===== src/rtl/uart_rx_pkg.sv =====
// uart_rx_pkg: shared state/error encodings and sizing helper for the UART packet receiver.
package uart_rx_pkg;
    typedef enum logic [2:0] {S_HUNT, S_CMD, S_LEN, S_DATA, S_CHK} state_t;
    typedef enum logic [2:0] {
        E_NONE = 3'd0, E_PARITY = 3'd1, E_FRAME = 3'd2,
        E_LEN = 3'd3, E_TIMEOUT = 3'd4, E_CHKSUM = 3'd5
    } err_t;
    typedef enum logic [2:0] {B_IDLE, B_START, B_DATA, B_PAR, B_STOP} bstate_t;
    function automatic int clogb2(input int n);
        return n < 2 ? 1 : $clog2(n);
    endfunction
endpackage


===== src/rtl/uart_packet_rx_if.sv =====
// uart_packet_rx_if: serial input plus packet status and payload write port of the receiver.
interface uart_packet_rx_if #(parameter int AW = 8);
    logic          rxd;
    logic          rx_done;
    logic          rx_err;
    logic [2:0]    err_code;
    logic [7:0]    cmd_rx;
    logic [7:0]    len_rx;
    logic [7:0]    wr_data;
    logic [AW-1:0] wr_addr;
    logic          we;
    logic          byte_done;
    logic          busy;
    modport master (output rxd, input rx_done, rx_err, err_code, cmd_rx, len_rx, wr_data, wr_addr, we, byte_done, busy);
    modport slave  (input rxd, output rx_done, rx_err, err_code, cmd_rx, len_rx, wr_data, wr_addr, we, byte_done, busy);
endinterface


===== src/rtl/uart_rx_byte.sv =====
// uart_rx_byte: synchronises rxd, times bits from the start edge and checks parity and stop bit.
module uart_rx_byte
    import uart_rx_pkg::*;
#(
    parameter int    CPB       = 434,
    parameter string PARITY    = "NO",
    parameter string FIRST_BIT = "LSB"
) (
    input  logic       clk,
    input  logic       reset,
    input  logic       rxd_i,
    output logic [7:0] data_o,
    output logic       done_o,
    output logic       busy_o,
    output logic       perr_o,
    output logic       ferr_o
);
    localparam int CW = $clog2(CPB + 1);
    localparam bit PAR_EN = PARITY != "NO";
    localparam bit ODD = PARITY == "ODD";
    localparam bit MSB = FIRST_BIT == "MSB";

    bstate_t       st_q;
    logic [1:0]    sync_q;
    logic          prev_q, par_q, rx, half, tick;
    logic [CW-1:0] cnt_q;
    logic [2:0]    bit_q;
    logic [7:0]    sh_q;

    assign rx     = sync_q[1];
    assign half   = cnt_q == CW'(CPB / 2 - 1);
    assign tick   = cnt_q == CW'(CPB - 1);
    assign busy_o = st_q != B_IDLE;

    always_ff @(posedge clk or negedge reset)
        if (!reset) begin
            st_q   <= B_IDLE;
            sync_q <= 2'b11;
            prev_q <= 1'b1;
            par_q  <= 1'b0;
            cnt_q  <= '0;
            bit_q  <= '0;
            sh_q   <= '0;
            data_o <= '0;
            done_o <= 1'b0;
            perr_o <= 1'b0;
            ferr_o <= 1'b0;
        end else begin
            sync_q <= {sync_q[0], rxd_i};
            prev_q <= rx;
            done_o <= 1'b0;
            cnt_q  <= (st_q == B_IDLE || (st_q == B_START ? half : tick)) ? '0 : cnt_q + 1'b1;
            // A start needs a falling edge, so a low line after a framing error is not re-taken
            case (st_q)
                B_IDLE:  if (!rx && prev_q) st_q <= B_START;
                B_START: if (half) st_q <= rx ? B_IDLE : B_DATA;
                B_DATA:  if (tick) begin
                    sh_q  <= MSB ? {sh_q[6:0], rx} : {rx, sh_q[7:1]};
                    bit_q <= bit_q + 1'b1;
                    if (bit_q == 3'd7) st_q <= PAR_EN ? B_PAR : B_STOP;
                end
                B_PAR:   if (tick) begin
                    par_q <= rx;
                    st_q  <= B_STOP;
                end
                default: if (tick) begin
                    st_q   <= B_IDLE;
                    done_o <= 1'b1;
                    data_o <= sh_q;
                    ferr_o <= !rx;
                    perr_o <= PAR_EN && (par_q != (^sh_q ^ ODD));
                end
            endcase
        end
endmodule


===== src/rtl/uart_packet_rx.sv =====
// uart_packet_rx: frames SYNC/CMD/LEN/payload packets from rxd into a buffer write port.
// Define RX_CHECKSUM_EN to require a trailing CHK byte (CMD + LEN + payload, mod 256).
module uart_packet_rx
    import uart_rx_pkg::*;
#(
    parameter int          CLOCK     = 50_000_000,
    parameter int          BAUD      = 115_200,
    parameter string       PARITY    = "NO",
    parameter string       FIRST_BIT = "LSB",
    parameter int          NUMBER    = 256,
    parameter int          TIMEOUT   = 10,
    parameter logic [7:0]  SYNC_BYTE = 8'hA5
) (
    input logic             clk,
    input logic             reset,
    uart_packet_rx_if.slave p
);
    localparam int CPB = CLOCK / BAUD;
    localparam int AW = clogb2(NUMBER);
    localparam int TO_CYC = TIMEOUT * CPB;
    localparam int TW = $clog2(TO_CYC + 2);

    state_t        st_q;
    err_t          err_q;
    logic [7:0]    bdata, cmd_q, len_q, cmd_rx_q, len_rx_q, wdata_q;
    logic          bdone, bbusy, perr, ferr, done_q, rerr_q, we_q, to_hit, last;
    logic [AW-1:0] idx_q, waddr_q;
    logic [TW-1:0] tcnt_q;
`ifdef RX_CHECKSUM_EN
    logic [7:0]    sum_q;
`endif

    uart_rx_byte #(.CPB(CPB), .PARITY(PARITY), .FIRST_BIT(FIRST_BIT)) u_byte (
        .clk    (clk),
        .reset  (reset),
        .rxd_i  (p.rxd),
        .data_o (bdata),
        .done_o (bdone),
        .busy_o (bbusy),
        .perr_o (perr),
        .ferr_o (ferr)
    );

    // A byte completing in the expiry cycle clears the counter instead of aborting
    assign to_hit = TIMEOUT != 0 && st_q != S_HUNT && !bbusy && !bdone && tcnt_q == TW'(TO_CYC - 1);
    assign last   = 8'(idx_q) == len_q - 8'd1;

    assign p.rx_done   = done_q;
    assign p.rx_err    = rerr_q;
    assign p.err_code  = err_q;
    assign p.cmd_rx    = cmd_rx_q;
    assign p.len_rx    = len_rx_q;
    assign p.wr_data   = wdata_q;
    assign p.wr_addr   = waddr_q;
    assign p.we        = we_q;
    assign p.byte_done = bdone;
    assign p.busy      = st_q != S_HUNT;

    always_ff @(posedge clk or negedge reset)
        if (!reset) begin
            st_q     <= S_HUNT;
            err_q    <= E_NONE;
            done_q   <= 1'b0;
            rerr_q   <= 1'b0;
            we_q     <= 1'b0;
            cmd_q    <= '0;
            len_q    <= '0;
            cmd_rx_q <= '0;
            len_rx_q <= '0;
            wdata_q  <= '0;
            idx_q    <= '0;
            waddr_q  <= '0;
            tcnt_q   <= '0;
`ifdef RX_CHECKSUM_EN
            sum_q    <= '0;
`endif
        end else begin
            done_q <= 1'b0;
            rerr_q <= 1'b0;
            we_q   <= 1'b0;
            tcnt_q <= (st_q == S_HUNT || bdone) ? '0 : tcnt_q + TW'(!bbusy);
            if (to_hit) begin
                rerr_q <= 1'b1;
                err_q  <= E_TIMEOUT;
                st_q   <= S_HUNT;
            end else if (bdone) begin
`ifdef RX_CHECKSUM_EN
                sum_q <= st_q == S_CMD ? bdata : sum_q + bdata;
`endif
                if (st_q != S_HUNT && (ferr || perr)) begin
                    rerr_q <= 1'b1;
                    err_q  <= ferr ? E_FRAME : E_PARITY;
                    st_q   <= S_HUNT;
                end else case (st_q)
                    S_HUNT: if (bdata == SYNC_BYTE && !ferr && !perr) st_q <= S_CMD;
                    S_CMD: begin
                        cmd_q <= bdata;
                        st_q  <= S_LEN;
                    end
                    S_LEN: begin
                        len_q <= bdata;
                        idx_q <= '0;
                        if (32'(bdata) > NUMBER) begin
                            rerr_q <= 1'b1;
                            err_q  <= E_LEN;
                            st_q   <= S_HUNT;
                        end else if (bdata != 8'd0) st_q <= S_DATA;
`ifdef RX_CHECKSUM_EN
                        else st_q <= S_CHK;
`else
                        else begin
                            done_q   <= 1'b1;
                            cmd_rx_q <= cmd_q;
                            len_rx_q <= 8'd0;
                            st_q     <= S_HUNT;
                        end
`endif
                    end
                    S_DATA: begin
                        we_q    <= 1'b1;
                        waddr_q <= idx_q;
                        wdata_q <= bdata;
                        idx_q   <= idx_q + 1'b1;
`ifdef RX_CHECKSUM_EN
                        if (last) st_q <= S_CHK;
`else
                        if (last) begin
                            done_q   <= 1'b1;
                            cmd_rx_q <= cmd_q;
                            len_rx_q <= len_q;
                            st_q     <= S_HUNT;
                        end
`endif
                    end
`ifdef RX_CHECKSUM_EN
                    default: begin
                        st_q <= S_HUNT;
                        if (bdata == sum_q) begin
                            done_q   <= 1'b1;
                            cmd_rx_q <= cmd_q;
                            len_rx_q <= len_q;
                        end else begin
                            rerr_q <= 1'b1;
                            err_q  <= E_CHKSUM;
                        end
                    end
`else
                    default: st_q <= S_HUNT;
`endif
                endcase
            end
        end
endmodule

===== src/flat_wrapper.sv =====
// flat-port wrapper written by rule: the top's interface ports become plain ports
module uart_packet_rx_flat import uart_rx_pkg::*;
#(
    parameter int          CLOCK     = 50_000_000,
    parameter int          BAUD      = 115_200,
    parameter string       PARITY    = "  ",
    parameter string       FIRST_BIT = "   ",
    parameter int          NUMBER    = 256,
    parameter int          TIMEOUT   = 10,
    parameter logic [7:0]  SYNC_BYTE = 8'hA5
)
  (clk, reset, p_rxd, p_rx_done, p_rx_err, p_err_code, p_cmd_rx, p_len_rx, p_wr_data, p_wr_addr, p_we, p_byte_done, p_busy);
  uart_packet_rx_if p_i ();
  input logic clk;
  input logic reset;
  input wire logic [$bits(p_i.rxd)-1:0] p_rxd;
  output wire logic [$bits(p_i.rx_done)-1:0] p_rx_done;
  output wire logic [$bits(p_i.rx_err)-1:0] p_rx_err;
  output wire logic [$bits(p_i.err_code)-1:0] p_err_code;
  output wire logic [$bits(p_i.cmd_rx)-1:0] p_cmd_rx;
  output wire logic [$bits(p_i.len_rx)-1:0] p_len_rx;
  output wire logic [$bits(p_i.wr_data)-1:0] p_wr_data;
  output wire logic [$bits(p_i.wr_addr)-1:0] p_wr_addr;
  output wire logic [$bits(p_i.we)-1:0] p_we;
  output wire logic [$bits(p_i.byte_done)-1:0] p_byte_done;
  output wire logic [$bits(p_i.busy)-1:0] p_busy;
  assign p_i.rxd = p_rxd;
  assign p_rx_done = p_i.rx_done;
  assign p_rx_err = p_i.rx_err;
  assign p_err_code = p_i.err_code;
  assign p_cmd_rx = p_i.cmd_rx;
  assign p_len_rx = p_i.len_rx;
  assign p_wr_data = p_i.wr_data;
  assign p_wr_addr = p_i.wr_addr;
  assign p_we = p_i.we;
  assign p_byte_done = p_i.byte_done;
  assign p_busy = p_i.busy;
  uart_packet_rx #(.CLOCK(CLOCK), .BAUD(BAUD), .PARITY(PARITY), .FIRST_BIT(FIRST_BIT), .NUMBER(NUMBER), .TIMEOUT(TIMEOUT), .SYNC_BYTE(SYNC_BYTE)) u_core (.clk(clk), .reset(reset), .p(p_i));
endmodule

===== config.mk =====
export PLATFORM = sky130hd
export DESIGN_NAME = uart_packet_rx_flat
export DESIGN_NICKNAME = d
export VERILOG_FILES = /design/src/rtl/uart_rx_pkg.sv /design/src/rtl/uart_packet_rx_if.sv /design/src/rtl/uart_rx_byte.sv /design/src/rtl/uart_packet_rx.sv /design/src/flat_wrapper.sv
export SDC_FILE = /design/constraint.sdc
export NUM_CORES = 1
export LEC_CHECK = 0
export CORE_ASPECT_RATIO = 0.6
export CORE_UTILIZATION = 55
export CTS_CLUSTER_DIAMETER = 40
export DETAILED_ROUTE_END_ITERATION = 10
export GPL_TIMING_DRIVEN = 0
export PLACE_DENSITY = 0.72
export SLEW_MARGIN = 10
export SYNTH_ARGS = -nofsm -noshare
export SYNTH_HDL_FRONTEND = slang
export SYNTH_SLANG_ARGS = --single-unit

===== constraint.sdc =====
create_clock -name clk -period 2.8 [get_ports clk]
set_input_delay 0.56 -clock clk [delete_from_list [all_inputs] [get_ports clk]]
set_output_delay 0.56 -clock clk [all_outputs]
set_load 0.02 [all_outputs]

==> results of run 1 <==
## layer usage
layer	wire, um	part of all wire, %	up-vias
li1	-	-	1632
met1	5290	51	1797
met2	4570	44	87
met3	399	3.8	13
met4	124	1.2	0
met5	0	0	-
## registers in the layout, indices dropped and copies added (netlist names), 8 cells and up
name                  cells
u_core.tcnt_q            13
u_core.u_byte.cnt_q       9
u_core.cmd_q              8
u_core.idx_q              8
u_core.len_q              8
u_core.p.cmd_rx           8
u_core.p.len_rx           8
u_core.p.wr_addr          8
u_core.p.wr_data          8
u_core.u_byte.data_o      8
u_core.u_byte.sh_q        8
## worst max path at each step
stage,endpoint,slack [ns],cells past startpoint
3_5_place_dp,u_core.p.cmd_rx[4],0.11,8
5_1_grt,u_core.p.cmd_rx[4],0.03,7
2_1_floorplan,u_core.p.cmd_rx[0],0.49,8
3_3_place_gp,u_core.p.cmd_rx[5],-3.15,1
4_1_cts,u_core.p.cmd_rx[4],0.09,8
6_report,u_core.p.cmd_rx[4],0.27,7
## cells in the final DEF (no fill, tap or decap), types with 3 or more instances in the layout
cell             count
xnor2_1             19
dfrtp_1            112
nor2b_1              3
a21oi_1              4
nand4_1              8
inv_1               19
clkdlybuf4s50_1     41
and3_1               6
o21ai_0             17
or4_1                3
ha_1                 9
nand3b_1             3
clkinvlp_4           4
xor2_1              18
clkbuf_1            10
mux2_2              57
mux2i_1             12
dfstp_2              3
bufinv_16            5
nor3_1               7
clkbuf_16           17
nand3_1             20
nor2_1              39
nand2_1             34
## worst reg2reg max path: stages (launching register included)
cell and delay (ns):
dfrtp_1 0.35, clkbuf_1 0.30, nand3_1 0.33, nor2_1 0.38
nand2_1 0.37, o31ai_4 0.17, buf_12 0.16, mux2_2 0.34
## area by class of cell
class	count	share of cell area, %
plain buffers	12	0.741
clock inverters	12	3.16
multi-input cells	287	33.2
flip-flops and latches	115	44.9
clock buffers	20	7.12
repair buffers	46	7.55
well taps	112	2.18
inverters	19	1.11
## through the flow
stage	cells	total power [mW]	setup slack (ns)
after floorplan	433	1.87	0.493
after global placement	587	1.95	-3.15
after detailed placement	588	1.96	0.114
after CTS	620	4.34	0.0920
after global routing	623	4.46	0.0324
final	623	4.32	0.270
## kinds of logic (layout without fill, tap and decap cells)
family          Yosys count  in the layout  share of synthesized area, %
buf+inv                  31            109                          2.32
fa+ha+maj                 9              9                          2.19
xor+xnor                 37             37                          6.32
mux                      69             69                          14.9
simple gates            136            136                          13.4
compound gates           36             36                          4.78
flops                   115            115                          56.2
## power groups by stage
stage                     Clock [mW]  Combinational [mW]  Sequential, mW
after floorplan                    0               0.127            1.75
after global placement             0               0.192            1.75
after detailed placement           0               0.204            1.76
after CTS                       2.41               0.206            1.73
after global routing            2.50               0.234            1.73
final                           2.39               0.203            1.73
==> results.tsv, run 1 <==
metric	value	unit
status	finished clean	
hpwl	6980	um
rsz0062_at_grt	no	
drt-total-wl	10400	um
fin_area	6410	sq um
hold_class	input pin to asynchronous set/reset pin	
final_antenna_net_count	0	
fmaxAchievable	395	MHz
path_buf_inv	2	
synth_nets	445	
worst_setup_path_end_kind	flip-flop	
ys.flop_type	dfrtp_1	
reg2reg_to	u_core.p.cmd_rx[4]	
worstSetupStartpointType	flip-flop	
die_x	127	um
regArea	2880	sq um
grt_use_met3	5.58	%
period_minus_slack	2.53	ns
grt_start_max_net_pins	76	
finalHoldWorstSlack	0.0634	ns
start_util	58.4	%
area_growth	25.0	%
netSwitchingFraction	21.7	%
gp_routability_congestion	0.804	
firstDrtPassIters	4	
cp.required	3.09	ns
crit_family	simple AND/OR/NAND/NOR gates	
insertion_delay	0.41	ns
cpMaxStageDelayCell	nor2_1	
synthMostInstantiatedCell	dfrtp_1	
syn-mean-instance-area	11.9	sq um
crit_fanout	10	
cts.sinks	115	
cts_buffers	17	
finalSetupViolations	0	
coreArea	8780	sq um
multi_input_area	2130	sq um
dr_total_vias	3529	
dieArea	9730	sq um
arrival	2.82	ns
synth_common_cells	112 x dfrtp_1, 57 x mux2_2, 39 x nor2_1, 34 x nand2_1, 20 x nand3_1	
die_h	76.8	um
clkPwrFrac	55.3	%
dpl-instance-area	5720	sq um
cts_setup_buffers	0	
ys_top_cells_by_area	dfrtp_1 55%, mux2_2 13%, xnor2_1 3.2%	
power_frac_seq	40.0	%
drc	0	
p_comb_share	4.7	%
yosysWarnings	0	
rr_worst_depth	7	
fin_tns_setup	0	ns
path_cells	clkbuf_1, nand3_1, nor2_1, nand2_1, o31ai_4, buf_12, mux2_2	
hold_buffers	0	
power_density	674	nW/um^2
hold_violations	0	
tightest_slew	0.874	ns
globalRouteOverflowTotal	0	
grt_use_total	23.8	%
clk_path_buf_depth	2	
crit_start	u_core.u_byte.done_o	
htree_levels	4	
synth_cell_type_count	47	
async_reset_ff_share	100	%
max_stage_delay	0.38	ns
final_nets	510	
met2_usage	34.0	%
syn_area	5130	sq um
drive_gt1_share	20.7	%
n_antenna_cell	0	
synth_top_area_share	54.6	%
yosys.area.top_type	dfrtp_1	
p_leak	2.95	nW
gr-usage-met1	35.3	%
antenna_found_initial	0	
top_level_ports	43	
power_switching	939	uW
max_slew_margin	40.1	%
worst-r2r-setup-slack	0.27	ns
wl_per_cell	16.7	um
synth_edf_count	0	
fin_util	73.0	%
post-route-period-util	90.4	%
cts_resized	0	
skew	0.00714	ns
rr_startpoint	u_core.u_byte.done_o	
rows	26	
intPower	3.39	mW
vias_per_cell	5.66	
drtIter0Drc	226	
busiest_layer	met1	
grt_pass1_vias	3410	
cts-root-buf	clkbuf_16	
clk_pin_slew	0.06	ns
finalMaxSlewViolations	0	
vdd_drop_max	0.497	mV
drv_cap	0	
grt_first_pass_wirelength	17500	um
numPortBuffers	42	
synth_seq_cells	115	
cts_tree	yes	
synthCells	433	
ys_seq_area_share	56.2	%
critical_path_class	flip-flop to flip-flop	
fillers	614	
(Power assumes the default switching activity.)
==> inputs of run 2 (changes only) <==
Settings changed: ABC_CLOCK_PERIOD_IN_PS from default to 2800.
==> results of run 2 <==
No change in the layout: final DEF, timing and power equal those of run 1.
